**src/rtl/sramc_pkg.sv**
```systemverilog
// rtl/sramc_pkg.sv - state encoding, AHB constants and clog2 helper for the SRAM bank controller
// SRAMC_ERR_RESP_EN adds the two ERROR-response states.
package sramc_pkg;

  localparam logic [1:0] HTRANS_IDLE   = 2'b00;
  localparam logic [1:0] HTRANS_BUSY   = 2'b01;
  localparam logic [1:0] HTRANS_NONSEQ = 2'b10;
  localparam logic [1:0] HTRANS_SEQ    = 2'b11;

  localparam logic HRESP_OKAY  = 1'b0;
  localparam logic HRESP_ERROR = 1'b1;

  typedef enum logic [2:0] {
    IDLE,
    WR,
    RD_ISSUE,
    RD_DATA
`ifdef SRAMC_ERR_RESP_EN
    ,
    ERR1,
    ERR2
`endif
  } state_t;

  function automatic int clog2(input int value);
    int r;
    r = 0;
    while ((1 << r) < value) r++;
    return r;
  endfunction

endpackage

```
**src/rtl/sramc_lane_decode.sv**
```systemverilog
// rtl/sramc_lane_decode.sv - little-endian byte-lane mask and misalign/oversize flags from hsize and address lsbs
// Oversize requests are clipped to the full word and unaligned ones aligned down; the flags report both cases.
module sramc_lane_decode
  import sramc_pkg::*;
#(
  parameter int  DATA_WIDTH = 32,
  localparam int NB         = DATA_WIDTH / 8,
  localparam int OFF        = clog2(NB)
) (
  input  logic [2:0]     size,
  input  logic [OFF-1:0] addr_lsb,
  output logic [NB-1:0]  lanes,
  output logic           misalign,
  output logic           oversize
);

  localparam int NBW = OFF + 1;

  logic [2:0]     size_c;
  logic [OFF:0]   nbytes;
  logic [OFF-1:0] align_mask;
  logic [OFF-1:0] base;

  always_comb begin
    oversize   = size > 3'(OFF);
    size_c     = oversize ? 3'(OFF) : size;
    nbytes     = NBW'(1) << size_c;
    align_mask = OFF'(nbytes - 1'b1);
    misalign   = |(addr_lsb & align_mask);
    base       = addr_lsb & ~align_mask;
    lanes      = '0;
    for (int i = 0; i < NB; i++)
      lanes[i] = (i >= int'(base)) && (i < int'(base) + int'(nbytes));
  end

endmodule

```
**src/rtl/sramc_ahb_bank_ctrl.sv**
```systemverilog
// rtl/sramc_ahb_bank_ctrl.sv - AHB-Lite slave sequencing NUM_BANKS single-port synchronous SRAM banks
// Writes complete with zero wait, reads with one; SRAMC_ERR_RESP_EN enables two-cycle ERROR responses.
module sramc_ahb_bank_ctrl
  import sramc_pkg::*;
#(
  parameter int  AHB_ADDR_WIDTH  = 32,
  parameter int  DATA_WIDTH      = 32,
  parameter int  NUM_BANKS       = 4,
  parameter int  BANK_ADDR_WIDTH = 12,
  localparam int NB              = DATA_WIDTH / 8
) (
  input  logic                            hclk,
  input  logic                            hreset,
  input  logic                            hsel,
  input  logic [AHB_ADDR_WIDTH-1:0]       haddr,
  input  logic [1:0]                      htrans,
  input  logic                            hwrite,
  input  logic [2:0]                      hsize,
  input  logic                            hready,
  input  logic [DATA_WIDTH-1:0]           hwdata,
  output logic [DATA_WIDTH-1:0]           hrdata,
  output logic                            hreadyout,
  output logic                            hresp,
  output logic [NUM_BANKS-1:0]            sram_cs_n,
  output logic                            sram_we_n,
  output logic [NB-1:0]                   sram_be_n,
  output logic [BANK_ADDR_WIDTH-1:0]      sram_addr,
  output logic [DATA_WIDTH-1:0]           sram_wdata,
  input  logic [NUM_BANKS*DATA_WIDTH-1:0] sram_rdata
);

  localparam int OFF    = clog2(NB);
  localparam int BANK_W = clog2(NUM_BANKS);
  localparam int BW     = (BANK_W > 0) ? BANK_W : 1;

  state_t                     state, state_next;
  logic [BANK_ADDR_WIDTH-1:0] addr_q;
  logic [BW-1:0]              bank_d, bank_q;
  logic [NB-1:0]              lanes_d, lanes_q;
  logic                       misalign, oversize;
  logic                       take;
  logic [DATA_WIDTH-1:0]      lane_bits, bank_rdata;
  logic [DATA_WIDTH-1:0]      bank_words [NUM_BANKS];
  logic                       unused_bits;

  // Only states that present hreadyout=1 may start a transfer, so RD_ISSUE/ERR1 never recapture.
  assign take = hsel && hready && hreadyout &&
                (htrans == HTRANS_NONSEQ || htrans == HTRANS_SEQ);

  sramc_lane_decode #(.DATA_WIDTH(DATA_WIDTH)) u_lane_decode (
    .size     (hsize),
    .addr_lsb (haddr[OFF-1:0]),
    .lanes    (lanes_d),
    .misalign (misalign),
    .oversize (oversize)
  );

  if (BANK_W > 0) begin : g_bank
    assign bank_d = haddr[OFF+BANK_ADDR_WIDTH +: BW];
  end else begin : g_no_bank
    assign bank_d = '0;
  end

`ifdef SRAMC_ERR_RESP_EN
  localparam int HI = OFF + BANK_ADDR_WIDTH + BANK_W;
  logic out_of_range, bad;
  if (HI < AHB_ADDR_WIDTH) begin : g_range
    assign out_of_range = |haddr[AHB_ADDR_WIDTH-1:HI];
  end else begin : g_full_range
    assign out_of_range = 1'b0;
  end
  assign bad = misalign | oversize | out_of_range;
`endif

  assign unused_bits = ^{haddr, misalign, oversize};

  for (genvar k = 0; k < NUM_BANKS; k++) begin : g_rd
    assign bank_words[k] = sram_rdata[k*DATA_WIDTH +: DATA_WIDTH];
  end
  assign bank_rdata = bank_words[bank_q];

  for (genvar i = 0; i < NB; i++) begin : g_lane
    assign lane_bits[8*i +: 8] = {8{lanes_q[i]}};
  end

  always_ff @(posedge hclk or posedge hreset) begin
    if (hreset) begin
      state   <= IDLE;
      addr_q  <= '0;
      bank_q  <= '0;
      lanes_q <= '0;
    end else begin
      state <= state_next;
      if (take) begin
        addr_q  <= haddr[OFF +: BANK_ADDR_WIDTH];
        bank_q  <= bank_d;
        lanes_q <= lanes_d;
      end
    end
  end

  always_comb begin
    state_next = IDLE;
    case (state)
      RD_ISSUE: state_next = RD_DATA;
`ifdef SRAMC_ERR_RESP_EN
      ERR1:     state_next = ERR2;
`endif
      default: begin
        if (take) state_next = hwrite ? WR : RD_ISSUE;
`ifdef SRAMC_ERR_RESP_EN
        if (take && bad) state_next = ERR1;
`endif
      end
    endcase
  end

  always_comb begin
    sram_cs_n  = '1;
    sram_we_n  = 1'b1;
    sram_be_n  = '1;
    sram_wdata = '0;
    hrdata     = '0;
    hreadyout  = 1'b1;
    hresp      = HRESP_OKAY;
    case (state)
      WR: begin
        sram_cs_n  = ~(NUM_BANKS'(1) << bank_q);
        sram_we_n  = 1'b0;
        sram_be_n  = ~lanes_q;
        sram_wdata = hwdata;
      end
      RD_ISSUE: begin
        sram_cs_n = ~(NUM_BANKS'(1) << bank_q);
        sram_be_n = ~lanes_q;
        hreadyout = 1'b0;
      end
      RD_DATA: hrdata = bank_rdata & lane_bits;
`ifdef SRAMC_ERR_RESP_EN
      ERR1: begin
        hreadyout = 1'b0;
        hresp     = HRESP_ERROR;
      end
      ERR2: hresp = HRESP_ERROR;
`endif
      default: ;
    endcase
  end

  assign sram_addr = addr_q;

endmodule
```
**config.mk**
```make
export PLATFORM = sky130hd
export DESIGN_NAME = sramc_ahb_bank_ctrl
export DESIGN_NICKNAME = d
export VERILOG_FILES = /design/src/rtl/sramc_pkg.sv /design/src/rtl/sramc_lane_decode.sv /design/src/rtl/sramc_ahb_bank_ctrl.sv
export SDC_FILE = /design/constraint.sdc
export NUM_CORES = 1
export LEC_CHECK = 0
export ABC_AREA = 1
export ABC_CLOCK_PERIOD_IN_PS = 2000
export BUFFER_PORTS_ARGS = -buffer_cell sky130_fd_sc_hd__clkbuf_2
export CORE_AREA = 2 2 111 113
export DETAILED_ROUTE_END_ITERATION = 8
export DIE_AREA = 0 0 113 115
export GPL_ROUTABILITY_DRIVEN = 0
export SLEW_MARGIN = 10
export SYNTH_ARGS = -nofsm -noshare
export SYNTH_HDL_FRONTEND = slang
export SYNTH_SLANG_ARGS = --single-unit
```
**constraint.sdc**
```tcl
create_clock -name hclk -period 2 [get_ports hclk]
set_clock_uncertainty 0.15 [all_clocks]
set_input_delay 0.5 -clock hclk [delete_from_list [all_inputs] [get_ports hclk]]
set_output_delay 0.5 -clock hclk [all_outputs]
set_load 0.02 [all_outputs]
```
=== Word-level counts from Yosys, hierarchy flattened ===
Cells that the tools add are included.

* Bits in registers: 21
* Latch bits: 0
* RAM bits: 0
* ROM bits: 0
* Input port bits: 202
* Output and inout port bits: 87
* Memories: 0

* Add/sub/neg operators: 2
* $mul: 0
* Div/mod/pow operators: 0
* Magnitude comparators: 9
* Equality and inequality tests: 5
* Shift-type cells: 2
* Mux-type cells: 13
* Bitwise logic cells: 6
* Reduce and logical (&&, ||, !) cells: 8

{| class="wikitable"
|+ Operators with widths
! cell !! count
|-
| two-way mux 32 bit || 4
|-
| binary-select mux 32 bit (select 2 bit) || 1
|-
| < comparator 3 x 32 -> 1 bit (first input constant) || 2
|-
| bitwise AND 32 bit || 1
|-
| < comparator 1 x 32 -> 1 bit (first input constant) || 1
|-
| < comparator 2 x 32 -> 1 bit (first input constant) || 1
|-
| two-way mux 4 bit || 2
|-
| inverter 4 bit || 2
|-
| == test 3 x 2 -> 1 bit (second input constant) || 2
|-
| logical AND 1 bit || 6
|-
| two-way mux 2 bit || 3
|-
| adder 2 x 3 -> 4 bit || 1
|-
| == test 2 bit (second input constant) || 2
|-
| >= comparator 1 x 2 -> 1 bit (first input constant) || 2
|-
| left shift 1 x 2 -> 4 bit (first input constant) || 1
|-
| == test 3 x 1 -> 1 bit (second input constant) || 1
|-
| >= comparator 3 bit (second input constant) || 1
|-
| greater-than comparator 3 x 2 -> 1 bit (second input constant) || 1
|-
| two-way mux 3 bit || 1
|-
| inverter 2 -> 3 bit || 1
|-
| left shift 1 x 3 -> 3 bit (first input constant) || 1
|-
| bitwise AND 2 bit || 1
|-
| >= comparator 2 bit (first input constant) || 1
|-
| two-way mux 1 bit || 2
|-
| other kinds (4) || 4
|}

=== Longest topological paths before layout ===
Gate-level depths: netlist (run 1).

* Word-level depth: 9
* Gate-level depth with buffers: 11
* Depth with buffers taken out: 11

=== Modules after synthesis ===
From an unflattened synthesis (run 1), not the netlist that was laid out.

* Cell total of the unflattened synthesis: 491
* Area, all modules: 2641.3 µm²

{| class="wikitable"
|+ By module, submodules not included
! module !! instances !! cells each !! area an instance (µm²)
|-
| sramc_ahb_bank_ctrl || 1 || 457 || 2462.4
|-
| sramc_lane_decode || 1 || 34 || 178.9
|}

=== Worst setup path before layout (run 1) ===
OpenSTA, ideal clock, no wires.

* Path type: input to register
* From: input hsize[2]
* To: register lanes_q[0]
* Arrival time: 1.735 ns
* Path slack: -0.002 ns
* Stages: 11
* Path buffers: 0
* Cell sequence: nor2_1 nand2_1 nor2_1 inv_1 fa_1 nor2_1 nand2_1 nand2_1 nand3_1 nand2_1 nand2_1

* Longest elaborated chain between the ends: 9
* Elaborated cells on any way between the ends: 10

{| class="wikitable"
|+ RTL lines
! element !! line !! text
|-
| start: declaration || sramc_ahb_bank_ctrl.sv:18 || <nowiki>input logic [2:0] hsize,</nowiki>
|-
| greater-than comparator 3 x 2 -> 1 bit || sramc_lane_decode.sv:25 || <nowiki>oversize = size > 3'(OFF);</nowiki>
|-
| two-way mux 3 bit (*) || sramc_lane_decode.sv:26 || <nowiki>size_c = oversize ? 3'(OFF) : size;</nowiki>
|-
| left shift 1 x 3 -> 3 bit (*) || sramc_lane_decode.sv:27 || <nowiki>nbytes = NBW'(1) << size_c;</nowiki>
|-
| subtractor 2 x 1 -> 2 bit || sramc_lane_decode.sv:28 || <nowiki>align_mask = OFF'(nbytes - 1'b1);</nowiki>
|-
| inverter 2 bit || sramc_lane_decode.sv:30 || <nowiki>base = addr_lsb & ~align_mask;</nowiki>
|-
| bitwise AND 2 bit || sramc_lane_decode.sv:30 ||
|-
| adder 2 x 3 -> 4 bit || sramc_lane_decode.sv:33 || <nowiki>lanes[i] = (i >= int'(base)) && (i < int'(base) + int'(nbytes));</nowiki>
|-
| < comparator 1 x 32 -> 1 bit || sramc_lane_decode.sv:33 ||
|-
| logical AND 1 bit (*) || sramc_lane_decode.sv:33 ||
|-
| end signal: assignment || sramc_ahb_bank_ctrl.sv:97 || <nowiki>lanes_q <= lanes_d;</nowiki>
|-
| end: declaration || sramc_ahb_bank_ctrl.sv:39 || <nowiki>logic [NB-1:0] lanes_d, lanes_q;</nowiki>
|}

Mark *: on every way between the ends. The rest lies on a longest branch, timed or not.
A chain may end at the register's enable or synchronous reset.

=== Worst setup path in the final report (run 1) ===
* From: register bank_q[0]
* To: output hrdata[0]

* Longest elaborated chain between the ends: 6

{| class="wikitable"
|+ RTL lines
! element !! line !! text
|-
| start: declaration || sramc_ahb_bank_ctrl.sv:38 || <nowiki>logic [BW-1:0] bank_d, bank_q;</nowiki>
|-
| start signal: assignment || sramc_ahb_bank_ctrl.sv:96 || <nowiki>bank_q <= bank_d;</nowiki>
|-
| inverter 2 -> 3 bit (not written as such) || sramc_ahb_bank_ctrl.sv:80 || <nowiki>assign bank_rdata = bank_words[bank_q];</nowiki>
|-
| binary-select mux 32 bit (select 2 bit) || sramc_ahb_bank_ctrl.sv:80 ||
|-
| two-way mux 32 bit (not written as such) (2 in a row) || sramc_ahb_bank_ctrl.sv:80 ||
|-
| bitwise AND 32 bit || sramc_ahb_bank_ctrl.sv:138 || <nowiki>RD_DATA: hrdata = bank_rdata & lane_bits;</nowiki>
|-
| two-way mux 32 bit || sramc_ahb_bank_ctrl.sv:126 || <nowiki>case (state)</nowiki>
|-
| end: declaration || sramc_ahb_bank_ctrl.sv:21 || <nowiki>output logic [DATA_WIDTH-1:0] hrdata,</nowiki>
|}

No other way between the ends. The select of a mux whose other input is x is not followed.

==> results.md, run 1 <==
- Status: complete, but fails checks
- Failing checks: DRC, setup timing
- Critical Path Source Type: register
- M1 GR Usage: roughly 22%
- Worst hold margin: 0.0922 ns
- Port Buffer Count: 270
- Max-slew violations: 0
- CTS tree: built
- Vias in the first global route: between 3000 and 4000
- Reg2Reg Depth: 10
- Reg2Reg Setup Slack: around 0.34 ns
- Register area: ~500 µm²
- Placeable Area: about 0.012 mm²
- Hold WC Path Type: in -> async
- Die area: 0.0130 mm²
- Initial Util: 21.3%
- Final Total Pwr: 0.00601 W
- MaxCap Viol Count: 0
- Die Ht: 115 µm
- Synth Register Bits: 20
- Leakage: 3.51 nW
- Ys Warns: 0
- RSZ-0062 raised after global routing: true
- N_diodes: 0
- Multi-input gate area: ~0.0021 mm²
- Number of fill cells in the layout: 1171
- Max IR drop VDD: 382 µV
- Die width: 113 µm
- Antenna Nets Post-Route: 0
- Post-route insts no fill: 922
- Pre-Repair DR Iteration Count: 6
- Largest net degree at the start of global routing: 24
- Routed len/inst: between 10 and 15 µm
- Syn Nets: between 600 and 700
- CTS Sinks: 20
- Crit-path max FO: 8
- Minimum clock period after layout: 2.22 ns
- Synth Instances: between 400 and 500
- Cell area after synthesis: 0.00251 mm²
- Worst-path clk slew: 0.06 ns
- Crit-path leading delay family: buffers and inverters
- Worst R2R Start: state[1]
- Area growth, synth to finish: 124%
- Final worst slack: -0.222 ns
- Pwr per Cell Area: 1070 mW/mm²
- Yosys cell types: 21
- Total wire length: about 13 mm
- Met3 GRT Util: 2.85%
- GRT Overall Usage: 18.1%
- CTS buffer count: 3
- Synth Area per Inst: between 5 and 6 µm²
- Max incr delay on CP: 0.44 ns
- Final period utilization: 111%
- Root Buffer Master: clkbuf_16
- Fin util: 47.6%
- Critical Path RT: 1.35 ns
- Clock Latency Late Sink: 0.25 ns
- Fraction of registers with async set/reset: between 90% and 100%
- GR Overflow Total: 0
- Final #Nets: 983
- IO Pins: 289
- DP HPWL: 8.93 mm
- Final setup vio count: between 70 and 80
- DR vias/cell: between 4 and 5
- Synth Flop Type: dfrtp_1
- Critical path buffer and inverter count: 3
- Max stage delay cell, worst path: dfrtp_2
- Initial antenna violation count: 0
- Layout cells sized above 1: about 60%
- Crit Path Class: reg -> out
- Max Freq: roughly 450 MHz
- First-pass GRT wire length: 18.9 mm
- Cells after DPL: 900
- Cells along the critical path: nor2_4 > buf_12 > clkbuf_16 > nand2_4 > nand2_2 > nor2_2 > nor2_1 > buf_4
- Arrival time of the worst setup path: 1.57 ns
- Final-report hold violation count: 0
- Num rows: 40
- H-tree depth: 1
- GRT busiest layer: met2
- Vias: 3995
- Worst reg2reg path endpoint: lanes_q[0]
- Setup slack after placement: -0.150 ns
- Post-CTS Hold Fix Bufs: 0
- DRT iter0 DRCs: ~200
- CTS Buffer Depth: 2
- Seq/Total Area, Yosys: 19.9%
- DRC Markers: 15
- Met2 Usage GRT: between 30% and 40%
- Post-synth EDFFs: 0
- Crit. End Element: output port
[cells in the mapped netlist (2+ instances only)]
cell	number	area share [%]
nand2_1	259	39
clkbuf_8	3	1.6
nand3_1	24	4.8
nand4_1	2	0.50
inv_4	2	0.50
inv_1	45	6.7
dfrtp_1	20	20
nand3_2	11	4.4
nand2_2	3	0.75
buf_4	2	0.60
o21ai_0	5	1.0
buf_2	8	1.6
ha_1	4	2.0
buf_6	9	4.0
inv_2	4	0.60
clkbuf_1	2	0.30
nor2_1	70	10
[repair_timing]
item                       CTS  global route
gates cloned                 5             5
setup endpoints to repair   72            75
gates resized for setup    232           149
setup buffers                7             5
pin swaps                   32            53
[cell usage in the layout, fill, tap and decap left out, drive strengths merged]
cell type	Yosys	layout
nand2	262	262
clkbuf	5	208
buf	19	113
nor2	71	71
inv	51	48
nand3	35	35
dfrtp	20	20
o21ai	5	5
ha	4	4
clkinv	0	3
nand4	2	2
a21oi	1	1
fa	1	1
conb	1	1
bufinv	0	1
[flip-flops by register name, indices dropped and copies added (netlist names)]
register	cells
bank_q	2
sram_addr	12
state	2
lanes_q	4
[logic make-up (layout without fill, tap and decap cells)]
logic type               count (synthesis)  count (layout)  share of synthesized area (%)
AO/OA/AOI/OAI                            6               6                           1.19
adder cells (fa/ha/maj)                  5               5                           2.79
buffers and inverters                   75             373                           16.0
flip-flops                              20              20                           19.9
other                                    1               1                          0.149
AND/OR/NAND/NOR                        370             370                           60.0
[power breakdown]
part | switching [W] | total (W) | internal (W) | leakage [nW]
sequential | 0.000139 | 0.000703 | 0.000564 | 0.246
combinational | 0.00252 | 0.00475 | 0.00223 | 3.21
clock | 0.000152 | 0.000550 | 0.000397 | 0.0511
total | 0.00281 | 0.00601 | 0.00319 | 3.51
[worst max-delay path by stage]
stage                     startpoint    endpoint  slack, ns  cells after the start
after global routing       bank_q[0]   hrdata[0]      -0.29                      8
after global placement      hsize[2]  lanes_q[0]      -0.11                     12
final                      bank_q[0]   hrdata[0]      -0.22                      8
after detailed placement    hsize[2]  lanes_q[0]      -0.15                     12
after floorplan             hsize[2]  lanes_q[0]       0.07                     11
after CTS                  bank_q[1]  hrdata[22]      -0.21                      7
[tightest hold or removal path, stage by stage]
cell and delay, ns:
clkbuf_2 0.08, inv_1 0.04, buf_4 0.26
[layer usage]
metal / routed length (µm) / part of all wire, %
met1: 5080 / 39
met2: 6870 / 53
met3: 865 / 6.6
met4: 233 / 1.8
met5: 0 / 0
[area by class of cell]
class,instances,area share [%]
multi-input cells,382,37.0
clock inverters,1,0.534
flip-flops and latches,20,8.95
clock buffers,3,1.34
well taps,147,3.27
repair buffers,318,44.9
inverters,51,4.03
[through the flow]
stage,setup TNS [ns],cell area [µm²]
after detailed placement,-0.440,4170
after global placement,-0.280,4170
after floorplan,0,2520
after global routing,-12.86,5620
final,-8.74,5620
after CTS,-9.45,5220
(Power assumes the default switching activity.)
==> run 2: changes to the inputs <==
--- a/config.mk
+++ b/config.mk
@@ -8,10 +8,11 @@
 export ABC_AREA = 1
 export ABC_CLOCK_PERIOD_IN_PS = 2000
 export BUFFER_PORTS_ARGS = -buffer_cell sky130_fd_sc_hd__clkbuf_2
-export CORE_AREA = 2 2 111 113
+export CORE_AREA = 2 2 113 115
 export DETAILED_ROUTE_END_ITERATION = 8
-export DIE_AREA = 0 0 113 115
+export DIE_AREA = 0 0 115 117
 export GPL_ROUTABILITY_DRIVEN = 0
+export PLACE_DENSITY = 0.62
 export SLEW_MARGIN = 10
 export SYNTH_ARGS = -nofsm -noshare
 export SYNTH_HDL_FRONTEND = slang
==> results.md, run 2 (same netlist as run 1, synthesis figures left out) <==
- Routed len/inst: 13.3 µm (was 14.2 µm)
- Final worst slack: -0.193 ns (was -0.222 ns)
- WP depth: 8 (unchanged)
- Arrival time of the worst setup path: 1.54 ns (was 1.57 ns)
- Instance area at placement: 0.00421 mm² (was 0.00417 mm²)
- CTS buffer count: 3 (unchanged)
- Area growth, synth to finish: 109% (was 124%)
- Max IR drop VDD: 474 µV (was 382 µV)
- Worst reg2reg path endpoint: lanes_q[3] (was lanes_q[0])
- H-tree depth: 1 (unchanged)
- Clock Latency Late Sink: 0.25 ns (about the same)
- Max Freq: 456 MHz (was 450 MHz)
- Cells after DPL: 903 (was 900)
- Root Buffer Master: clkbuf_16 (unchanged)
- Minimum clock period after layout: 2.19 ns (was 2.22 ns)
- Critical Path RT: 1.35 ns (about the same)
- Initial antenna violation count: 0 (unchanged)
- Final-report hold violation count: 0 (unchanged)
- Crit. End Element: output port (unchanged)
- Post-route insts no fill: 915 (was 922)
- Max incr delay on CP: 0.41 ns (was 0.44 ns)
- Max-slew violations: 0 (unchanged)
- Worst-path clk slew: 0.06 ns (about the same)
- DP HPWL: 8.68 mm (was 8.93 mm)
- Critical Path Source Type: register (unchanged)
- Final setup vio count: 60 (was 73)
- RSZ-0062 raised after global routing: true (unchanged)
- Largest net degree at the start of global routing: 34 (was 24)
- Pre-Repair DR Iteration Count: 4 (was 6)
- Final period utilization: 110% (was 111%)
- Final setup TNS: -6.72 ns (was -8.74 ns)
- CTS Buffer Depth: 2 (unchanged)
- Leakage: 3.29 nW (was 3.51 nW)
- Total wire length: 12.2 mm (was 13.0 mm)
- Vias in the first global route: 3417 (was 3867)
- MaxCap Viol Count: 0 (unchanged)
- Reg2Reg Setup Slack: 0.24 ns (was 0.34 ns)
- Critical Path Source: bank_q[1] (was bank_q[0])
- Vias: 3860 (was 3995)
- Placeable Area: 0.0123 mm² (was 0.0118 mm²)
- Antenna Nets Post-Route: 0 (unchanged)
- Fin util: 42.6% (was 47.6%)
- Failing checks: setup timing (was DRC, setup timing)
- Layout cells sized above 1: 55.2% (was 60.3%)
- CTS tree: built (unchanged)
- Largest register FFs: 12 (unchanged)
- DRC Markers: 0 (was 15)
- Most common cell after layout, fill and taps aside: nand2_1 (was clkbuf_2)
- GRT Overall Usage: 15.2% (was 18.1%)
- GR Overflow Total: 0 (unchanged)
- Crit Path Class: reg -> out (unchanged)
- DRT iter0 DRCs: 146 (was 201)
- Max stage delay cell, worst path: dfrtp_1 (was dfrtp_2)
- Worst R2R Start: state[1] (unchanged)
- CTS Sinks: 20 (unchanged)
- N_diodes: 0 (unchanged)
- First-pass GRT wire length: 16.5 mm (was 18.9 mm)
- Port Buffer Count: 270 (unchanged)
- Initial Util: 20.4% (was 21.3%)
- Reg2Reg Depth: 9 (was 10)
- Crit path to: hrdata[16] (was hrdata[0])
- Crit-path max FO: 12 (was 8)
- Hold WC Path Type: in -> async (unchanged)
- Die Ht: 117 µm (was 115 µm)
- Die area: 0.0135 mm² (was 0.0130 mm²)
- Worst hold margin: 0.0996 ns (was 0.0922 ns)
- DR vias/cell: 4.22 (was 4.33)
- Crit-path leading delay family: buffers and inverters (unchanged)
- Most frequent cells in the layout: nand2_1 (217), clkbuf_2 (197), nor2_1 (65), buf_4 (40) (was clkbuf_2 (197), nand2_1 (187), nor2_1 (58), buf_4 (51), nand2_4 (45))
- Cells along the critical path: buf_12 > nor2_4 > buf_6 > nand2_1 > nand2_1 > nor2_1 > nor2_1 > clkbuf_4 (was nor2_4 > buf_12 > clkbuf_16 > nand2_4 > nand2_2 > nor2_2 > nor2_1 > buf_4)
- Die width: 115 µm (was 113 µm)
- Final Cell Area: 0.00524 mm² (was 0.00562 mm²)
- Pwr per Cell Area: 1000 mW/mm² (was 1070 mW/mm²)
- IO Pins: 289 (unchanged)
- Critical path buffer and inverter count: 3 (unchanged)
- Final #Nets: 973 (was 983)
- Num rows: 41 (was 40)
- Status: complete, but fails checks (unchanged)
==> run 2: cell types whose count changed in the layout (fill, tap and decap cells not counted), moves of 4 or more <==
| cell | before | now |
|---|---|---|
| inv_2 | 34 | 38 |
| buf_4 | 51 | 40 |
| nor2_1 | 58 | 65 |
| nand2_4 | 45 | 29 |
| clkbuf_4 | 1 | 9 |
| nand2_1 | 187 | 217 |
| nand2_2 | 30 | 16 |
| nor2_2 | 11 | 5 |
==> run 2: worst min-delay path by stage <==
stage / endpoint / slack [ns] / cells after the start
6_report: sram_addr[9] / 0.1 / 3
3_5_place_dp: sram_addr[9] / 0.31 / 2
2_1_floorplan: bank_q[0] / 0.31 / 1
5_1_grt: sram_addr[9] / 0.13 / 3
3_3_place_gp: sram_addr[8] / 0.31 / 2
4_1_cts: sram_addr[9] / 0.11 / 3
==> run 2: report_power, final <==
group / internal (W) / leakage, nW / switching, W
sequential: 0.000564 / 0.246 / 0.000144
combinational: 0.00187 / 3.00 / 0.00222
clock: 0.000305 / 0.0442 / 0.000156
total: 0.00273 / 3.29 / 0.00252
==> run 2: cell type report <==
type | instances | area [µm²]
clock buffer | 4 | 88.8
fill | 1303 | 7070
tap | 150 | 188
multi-input combinational | 382 | 1910
sequential | 20 | 503
inverter | 51 | 208
timing repair buffer | 308 | 2350
==> run 2: worst reg2reg max path: cells and delay by family (launching register included) <==
kind                       cells  cell delay, ns
buffers and inverters          4            0.56
AOI/OAI and AO/OA              1            0.07
adders and majority gates      1            0.15
and+or+nand+nor                3            0.31
DFF                            1            0.40
==> run 2: per-stage QoR <==
stage / setup slack [ns] / total power, W
4_1_cts: -0.219 / 0.00454
3_5_place_dp: -0.140 / 0.00366
5_1_grt: -0.306 / 0.00567
3_3_place_gp: -0.105 / 0.00364
2_1_floorplan: 0.0677 / 0.00257
6_report: -0.193 / 0.00525
==> run 2: timing repair <==
item                                   CTS  global route
hold buffers                             0             0
resized for setup                      120           183
setup endpoints to repair               72            74
pin swaps                                9            38
buffers inserted                         1             3
gates cloned                             0             5
endpoints found under the hold margin    0             0
==> run 2: per-layer routing <==
metal | routed length, µm | GRT usage [%] | vias up
met5 | 0 | 0 | -
met4 | 136 | 3.69 | 0
met3 | 521 | 1.60 | 12
met2 | 6610 | 28.9 | 133
met1 | 4890 | 18.3 | 1728
li1 | - | - | 1987
